$ cat src/rtl/dmem_bridge_if.sv
// Valid/ready data-bus bundle between the core's memory bridge (master)
// and the memory/peripheral fabric (slave).
interface dmem_bridge_if;
  logic        bus_valid;
  logic        bus_we;
  logic [31:0] bus_addr;
  logic [31:0] bus_wdata;
  logic        bus_ready;
  logic [31:0] bus_rdata;
  logic        bus_err;

  modport master (
    output bus_valid, bus_we, bus_addr, bus_wdata,
    input  bus_ready, bus_rdata, bus_err
  );

  modport slave (
    input  bus_valid, bus_we, bus_addr, bus_wdata,
    output bus_ready, bus_rdata, bus_err
  );
endinterface : dmem_bridge_if

$ cat src/rtl/dmem_bridge.sv
// Bridges the core's single-cycle load/store port to a multi-cycle valid/ready
// bus: stalls the core while a transaction is outstanding and flags errors.
module dmem_bridge #(
  parameter int TIMEOUT = 16
) (
  input  logic          clk,
  input  logic          reset,
  input  logic [31:0]   cpu_addr,
  input  logic [31:0]   cpu_wdata,
  input  logic          cpu_we,
  input  logic          cpu_re,
  output logic [31:0]   cpu_rdata,
  output logic          cpu_stall,
  input  logic          err_clr,
  output logic          err_flag,
  dmem_bridge_if.master bus
);

  localparam logic [1:0] ST_IDLE = 2'd0;
  localparam logic [1:0] ST_BUSY = 2'd1;
  localparam logic [1:0] ST_DONE = 2'd2;

  localparam logic [7:0] CNT_LAST = 8'(TIMEOUT - 1);

  logic [1:0]  state_q, state_d;
  logic [7:0]  cnt_q, cnt_d;
  logic        we_q, we_d;
  logic [31:0] addr_q, addr_d;
  logic [31:0] wdata_q, wdata_d;
  logic [31:0] rdata_q, rdata_d;
  logic        err_q, err_d;
  logic        err_set;
  logic        req;

  assign req = cpu_we | cpu_re;

  always_comb begin
    // NOTE: every variable gets a default first so no path leaves one
    // unassigned; otherwise synthesis infers latches.
    state_d = state_q;
    cnt_d   = cnt_q;
    we_d    = we_q;
    addr_d  = addr_q;
    wdata_d = wdata_q;
    rdata_d = rdata_q;
    err_set = 1'b0;

    case (state_q)
      ST_IDLE: begin
        if (req) begin
          if (cpu_addr[1:0] != 2'b00) begin
            // Misaligned: answer immediately without touching the bus.
            state_d = ST_DONE;
            rdata_d = '0;
            err_set = 1'b1;
          end else begin
            state_d = ST_BUSY;
            addr_d  = {cpu_addr[31:2], 2'b00};
            wdata_d = cpu_wdata;
            we_d    = cpu_we;
            cnt_d   = '0;
          end
        end
      end
      ST_BUSY: begin
        // bus_ready wins over an expiring timeout in the same cycle.
        if (bus.bus_ready) begin
          state_d = ST_DONE;
          rdata_d = (bus.bus_err || we_q) ? '0 : bus.bus_rdata;
          err_set = bus.bus_err;
        end else if (cnt_q == CNT_LAST) begin
          state_d = ST_DONE;
          rdata_d = '0;
          err_set = 1'b1;
        end else begin
          cnt_d = cnt_q + 8'd1;
        end
      end
      ST_DONE: state_d = ST_IDLE;
      default: state_d = ST_IDLE;
    endcase
  end

  // Setting the sticky flag beats a simultaneous clear.
  assign err_d = err_set ? 1'b1 : (err_clr ? 1'b0 : err_q);

  // NOTE: sequential state uses non-blocking assignments so all registers
  // update together from pre-edge values.
  always_ff @(posedge clk or negedge reset) begin
    if (!reset) begin
      state_q <= ST_IDLE;
      cnt_q   <= '0;
      we_q    <= 1'b0;
      addr_q  <= '0;
      wdata_q <= '0;
      rdata_q <= '0;
      err_q   <= 1'b0;
    end else begin
      state_q <= state_d;
      cnt_q   <= cnt_d;
      we_q    <= we_d;
      addr_q  <= addr_d;
      wdata_q <= wdata_d;
      rdata_q <= rdata_d;
      err_q   <= err_d;
    end
  end

  // bus_valid decodes straight from the state register, so an async reset
  // drops it in the same instant.
  assign bus.bus_valid = (state_q == ST_BUSY);
  assign bus.bus_we    = we_q;
  assign bus.bus_addr  = addr_q;
  assign bus.bus_wdata = wdata_q;

  assign cpu_stall = ((state_q == ST_IDLE) && req) || (state_q == ST_BUSY);
  assign cpu_rdata = rdata_q;
  assign err_flag  = err_q;

endmodule : dmem_bridge
$ cat src/flat_wrapper.sv
// flat-port wrapper written by rule: the top's interface ports become plain ports
module dmem_bridge_flat 
#(
  parameter int TIMEOUT = 16
)
  (clk, reset, cpu_addr, cpu_wdata, cpu_we, cpu_re, cpu_rdata, cpu_stall, err_clr, err_flag, bus_bus_valid, bus_bus_we, bus_bus_addr, bus_bus_wdata, bus_bus_ready, bus_bus_rdata, bus_bus_err);
  dmem_bridge_if bus_i ();
  input  logic clk;
  input  logic reset;
  input  logic [31:0] cpu_addr;
  input  logic [31:0] cpu_wdata;
  input  logic cpu_we;
  input  logic cpu_re;
  output logic [31:0] cpu_rdata;
  output logic cpu_stall;
  input  logic err_clr;
  output logic err_flag;
  output wire logic [$bits(bus_i.bus_valid)-1:0] bus_bus_valid;
  output wire logic [$bits(bus_i.bus_we)-1:0] bus_bus_we;
  output wire logic [$bits(bus_i.bus_addr)-1:0] bus_bus_addr;
  output wire logic [$bits(bus_i.bus_wdata)-1:0] bus_bus_wdata;
  input wire logic [$bits(bus_i.bus_ready)-1:0] bus_bus_ready;
  input wire logic [$bits(bus_i.bus_rdata)-1:0] bus_bus_rdata;
  input wire logic [$bits(bus_i.bus_err)-1:0] bus_bus_err;
  assign bus_bus_valid = bus_i.bus_valid;
  assign bus_bus_we = bus_i.bus_we;
  assign bus_bus_addr = bus_i.bus_addr;
  assign bus_bus_wdata = bus_i.bus_wdata;
  assign bus_i.bus_ready = bus_bus_ready;
  assign bus_i.bus_rdata = bus_bus_rdata;
  assign bus_i.bus_err = bus_bus_err;
  dmem_bridge #(.TIMEOUT(TIMEOUT)) u_core (.clk(clk), .reset(reset), .cpu_addr(cpu_addr), .cpu_wdata(cpu_wdata), .cpu_we(cpu_we), .cpu_re(cpu_re), .cpu_rdata(cpu_rdata), .cpu_stall(cpu_stall), .err_clr(err_clr), .err_flag(err_flag), .bus(bus_i));
endmodule
$ cat config.mk
export PLATFORM = sky130hd
export DESIGN_NAME = dmem_bridge_flat
export DESIGN_NICKNAME = d
export VERILOG_FILES = /design/src/rtl/dmem_bridge_if.sv /design/src/rtl/dmem_bridge.sv /design/src/flat_wrapper.sv
export SDC_FILE = /design/constraint.sdc
export NUM_CORES = 1
export LEC_CHECK = 0
export BUFFER_PORTS_ARGS = -buffer_cell sky130_fd_sc_hd__buf_2
export CAP_MARGIN = 20
export CORE_MARGIN = 10
export CORE_UTILIZATION = 45
export DETAILED_ROUTE_END_ITERATION = 10
export PLACE_DENSITY = 0.76
export RECOVER_POWER = 25
export SYNTH_ARGS = -nofsm -noshare
export SYNTH_HDL_FRONTEND = slang
export SYNTH_SLANG_ARGS = --single-unit
export TNS_END_PERCENT = 100
$ cat constraint.sdc
create_clock -name clk -period 2.5 [get_ports clk]
set_input_delay 0.75 -clock clk [delete_from_list [all_inputs] [get_ports clk]]
set_output_delay 0.75 -clock clk [all_outputs]
set_load 0.03 [all_outputs]
# Word level (Yosys, flattened, before mapping)
# Index checks and enable logic that the tools add are counted.
classes:
  n_eq_ne: 8
  muxes: 23
  bitwise: 2
  n_reduce_logical: 11
  add_sub_neg: 1
op_table:
  columns: ["cell", "count"]
  rows:
  - ["$mux W32", 5]
  - ["$pmux W32 S2", 1]
  - ["$mux W8", 4]
  - ["$pmux W8 S2", 1]
  - ["$add A8 B1 Y8 const B", 1]
  - ["$eq A8 B4 Y1 const B", 1]
  - ["$mux W2", 4]
  - ["$mux W1", 6]
  - ["$ne A2 B2 Y1 const B", 3]
  - ["$reduce_bool A2 Y1", 3]
  - ["$reduce_and A5 Y1", 1]
  - ["$ne A2 B1 Y1 const B", 2]
  - ["$pmux W2 S2", 1]
  - ["$reduce_and A4 Y1", 1]
  - ["$ne A3 B1 Y1 const B", 1]
  - ["$reduce_and A3 Y1", 1]
  - ["$eq A2 B1 Y1 const B", 1]
  - ["$logic_not A2 Y1", 1]
  - ["$logic_or A1 B1 Y1", 2]
  - ["$pmux W1 S2", 1]
  - ["$reduce_and A2 Y1", 1]
  - ["$logic_and A1 B1 Y1", 1]
  - ["$not A1 Y1", 1]
  - ["$or A1 B1 Y1", 1]
word_totals:
  input_bits: 103
  output_inout_bits: 100
  elab_cells: 52
  register_bits: 106

# Depth between registers and ports, before layout
logic_depth:
  depth_word: 5
  ltp_mapped: 7
  depth_no_buf: 4

# Worst setup path before layout
# Ideal clock, no wire load.
synth_path:
  path_kind: "input to output"
  start: "input cpu_re"
  end: "output cpu_stall"
  path_buffers: 0
  arrival_ns: 1.423
  t_required_ns: 1.750
  path_stages: 2
  slack_ns: 0.327
  path_cell_list: "nor2_1 -> a21oi_1"
synth_between:
  elab_chain_len: 3
synth_lines:
  columns: ["item", "line", "text"]
  rows:
  - ["from (decl)", "flat_wrapper.sv:13", "input logic cpu_re;"]
  - ["$or A1 B1 Y1", "dmem_bridge.sv:35", "assign req = cpu_we | cpu_re;"]
  - ["$logic_and A1 B1 Y1", "dmem_bridge.sv:116", "assign cpu_stall = ((state_q == ST_IDLE) && req) || (state_q == ST_BUSY);"]
  - ["$logic_or A1 B1 Y1", "dmem_bridge.sv:116", null]
  - ["to (decl)", "flat_wrapper.sv:15", "output logic cpu_stall;"]
# Every way passes these cells.

# Worst setup path in the final report
layout_path:
  start: "register u_core.state_q[1]"
  end: "output bus_bus_valid"
layout_between:
  elab_chain_len: 1
layout_lines:
  columns: ["item", "line", "text"]
  rows:
  - ["from (decl)", "dmem_bridge.sv:25", "logic [1:0] state_q, state_d;"]
  - ["from (signal assigned)", "dmem_bridge.sv:99", "state_q <= state_d;"]
  - ["$eq A2 B1 Y1", "dmem_bridge.sv:111", "assign bus.bus_valid = (state_q == ST_BUSY);"]
  - ["to (decl)", "flat_wrapper.sv:18", "output wire logic [$bits(bus_i.bus_valid)-1:0] bus_bus_valid;"]
# Every way passes these cells.

==> impl_metrics.tcl <==
set metrics [dict create \
    vias 3774 \
    setup_viol 0 \
    io_buffers 200 \
    tritoncts "done" \
    via_per_inst 5.21 \
    path_max_fanout 8 \
    cts_buffers 9 \
    clock_latency_ps 380 \
    r2r_setup_slack_ps 450 \
    cts_htree_levels 3 \
    grt_antenna_before_repair 0 \
    worstPathRequired_ps 1750 \
    final_layout_size_suffix_gt1_frac 0.497 \
    cp_slowest_stage_delay_ps 390 \
    area_growth_pct 25.8 \
    ys_warn_count 0 \
    postSynthCellCount 385 \
    crit_arrival_ps 1400 \
    core_area_um2 10800 \
    crit_path_end "bus_bus_valid" \
    finalSetupTns_ps 0 \
    mappedNetlistArea_um2 4960 \
    grt_usage 0.168 \
    max-vdd-ir-drop_mv 0.640 \
    die_height_um 125 \
    crit_family "buffers and inverters" \
    max_cap_violations 0 \
    ys_async_sr_fraction 1.00 \
    synth-edff-count 0 \
    clockBufferDepth 2 \
    slew_viol_final 0 \
    grt_pass1_vias 3951 \
    hp-class "input pin to async pin" \
    cts_setup_buffers 0 \
    synth_seq_cells 106 \
    criticalPathCategory "flop to primary output" \
    grt_start_max_net_pins 40 \
    r2r_cells 4 \
    timing.rr.start "u_core.cnt_q[4]" \
    synth_flop_cell "dfrtp_1" \
    gp_congestion 0.845 \
    wirelength_um 13700 \
    design.die.area_um2 15600 \
    end_kind "primary output" \
    start_kind "flop" \
    drtPass1Iterations 4 \
    holdWs_ps 483 \
    start_util 0.460 \
    wl_per_cell_um 18.8 \
    drc 0 \
    syn_area_per_cell_um2 12.9 \
    antenna_left 0 \
    drtIter0Drc 214 \
    final-hold-violation-count 0 \
    fin_skew_ps 11.2 \
    outcome "complete, no violations" \
    power_leakage_nw 3.00 \
    r2r_end "u_core.cpu_rdata[16]" \
    die_w_um 125 \
    synth_cell_types 38 \
    ys_seq_area_frac 0.535 \
    io_pins 203 \
    fp-row-count 38 \
    worst_pin_slew_ps 980 \
    clkTransAtPathRegs_ps 110 \
    powerDensity_nw_per_um2 958 \
    min_period_ps 2150 \
    startpoint "u_core.state_q[1]" \
    path_buf_inv 2 \
    rsz0062_at_grt "no" \
    cts_resized 0 \
    hpwlAfterDp_um 10400 \
    slew_headroom 0.347 \
    grt_pass1_wl_um 21600 \
    path_cells "buf_4 > nor2b_1 > buf_2" \
    fmax_ghz 0.466 \
    nets 684 \
    post-route-period-util 0.859 \
    root_buffer "clkbuf_8" \
    grt_overflow 0 \
    postCtsHoldBufs 0 \
    cts_sinks 106 \
    slowest_stage "dfrtp_1" \
    cp.depth 3 \
    diodes 0 \
]
[how the worst min path moves through the flow]
stage / slack [ps] / cells past startpoint / to
floorplan: 450 / 0 / u_core.bus.bus_addr[10]
global placement: 460 / 1 / u_core.bus.bus_wdata[14]
detailed placement: 470 / 1 / u_core.bus.bus_addr[30]
CTS: 320 / 1 / u_core.bus.bus_wdata[5]
global route: 530 / 1 / u_core.bus.bus_wdata[4]
finish: 480 / 1 / u_core.bus.bus_wdata[5]
[layout by cell type (no fill, tap or decap), types with 3 or more instances in the layout]
cell type / count
a21oi_1: 4
buf_12: 3
buf_2: 199
buf_4: 9
clkbuf_2: 3
clkbuf_8: 9
clkinv_2: 3
dfrtp_1: 106
inv_1: 39
inv_6: 4
mux2_1: 7
mux2_2: 15
mux2_4: 40
mux2i_1: 5
nand3b_1: 33
nor3_1: 4
o211ai_1: 65
o21ai_0: 9
[registers in the layout (all words and copies together), names as in the netlist]
register / cells
u_core.cpu_rdata: 32
u_core.bus.bus_addr: 30
u_core.bus.bus_we: 1
u_core.err_flag: 1
u_core.state_q: 2
u_core.cnt_q: 8
u_core.bus.bus_wdata: 32
[worst reg2reg max path: stages, from the launching register on]
cell and delay [ps]:
dfrtp_1 450, or4_1 750, buf_4 330, o211ai_1 260
o211ai_1 130
[final cells by class]
class	count	area (um^2)
Tap cell	140	175
Inverter	39	146
Multi-Input combinational cell	210	1950
Clock inverter	7	50.0
Fill cell	921	4550
Timing Repair Buffer	214	1140
Sequential cell	106	2650
Clock buffer	9	124
[cells in the mapped netlist (2+ instances only)]
cell	count	area share
dfrtp_1	106	0.53
o211ai_1	65	0.098
mux2_4	40	0.12
inv_1	39	0.030
nand3b_1	33	0.050
clkbuf_1	20	0.015
mux2_2	15	0.034
o21ai_0	9	0.0091
mux2_1	7	0.016
a21oi_1	5	0.0050
buf_12	5	0.020
mux2i_1	5	0.010
nor3_1	4	0.0040
buf_4	3	0.0045
buf_6	2	0.0045
nand3_1	2	0.0020
nand4b_1	2	0.0035
or3_1	2	0.0025
or4_1	2	0.0030
[power breakdown]
group	total [W]	internal [W]	switching, W
Combinational	0.00254	0.000977	0.00156
Clock	0.000989	0.000372	0.000617
Sequential	0.00246	0.00218	0.000273
[routing by layer]
metal,track usage,part of all wire
met4,0.0461,0.013
met1,0.192,0.40
met5,0,0
met3,0.0494,0.051
met2,0.301,0.54
[cells by family after synthesis]
kind of cell | Yosys count | synth area share
AOI/OAI and AO/OA | 85 | 0.122
and+or+nand+nor | 55 | 0.0817
DFF | 106 | 0.535
muxes | 67 | 0.181
other | 1 | 0.000756
adders and majority gates | 1 | 0.00252
buffers and inverters | 70 | 0.0769
[through the flow]
step	instances	setup slack (ps)	total power, W	utilization	area [um^2]
2_1_floorplan	386	327	0.00422	-	4960
4_1_cts	725	321	0.00608	0.581	6270
6_report	725	353	0.00598	0.578	6240
3_5_place_dp	709	189	0.00507	0.565	6100
5_1_grt	725	253	0.00630	0.578	6240
3_3_place_gp	709	221	0.00499	0.565	6100
Note: power is estimated with default switching activity, not from simulation.
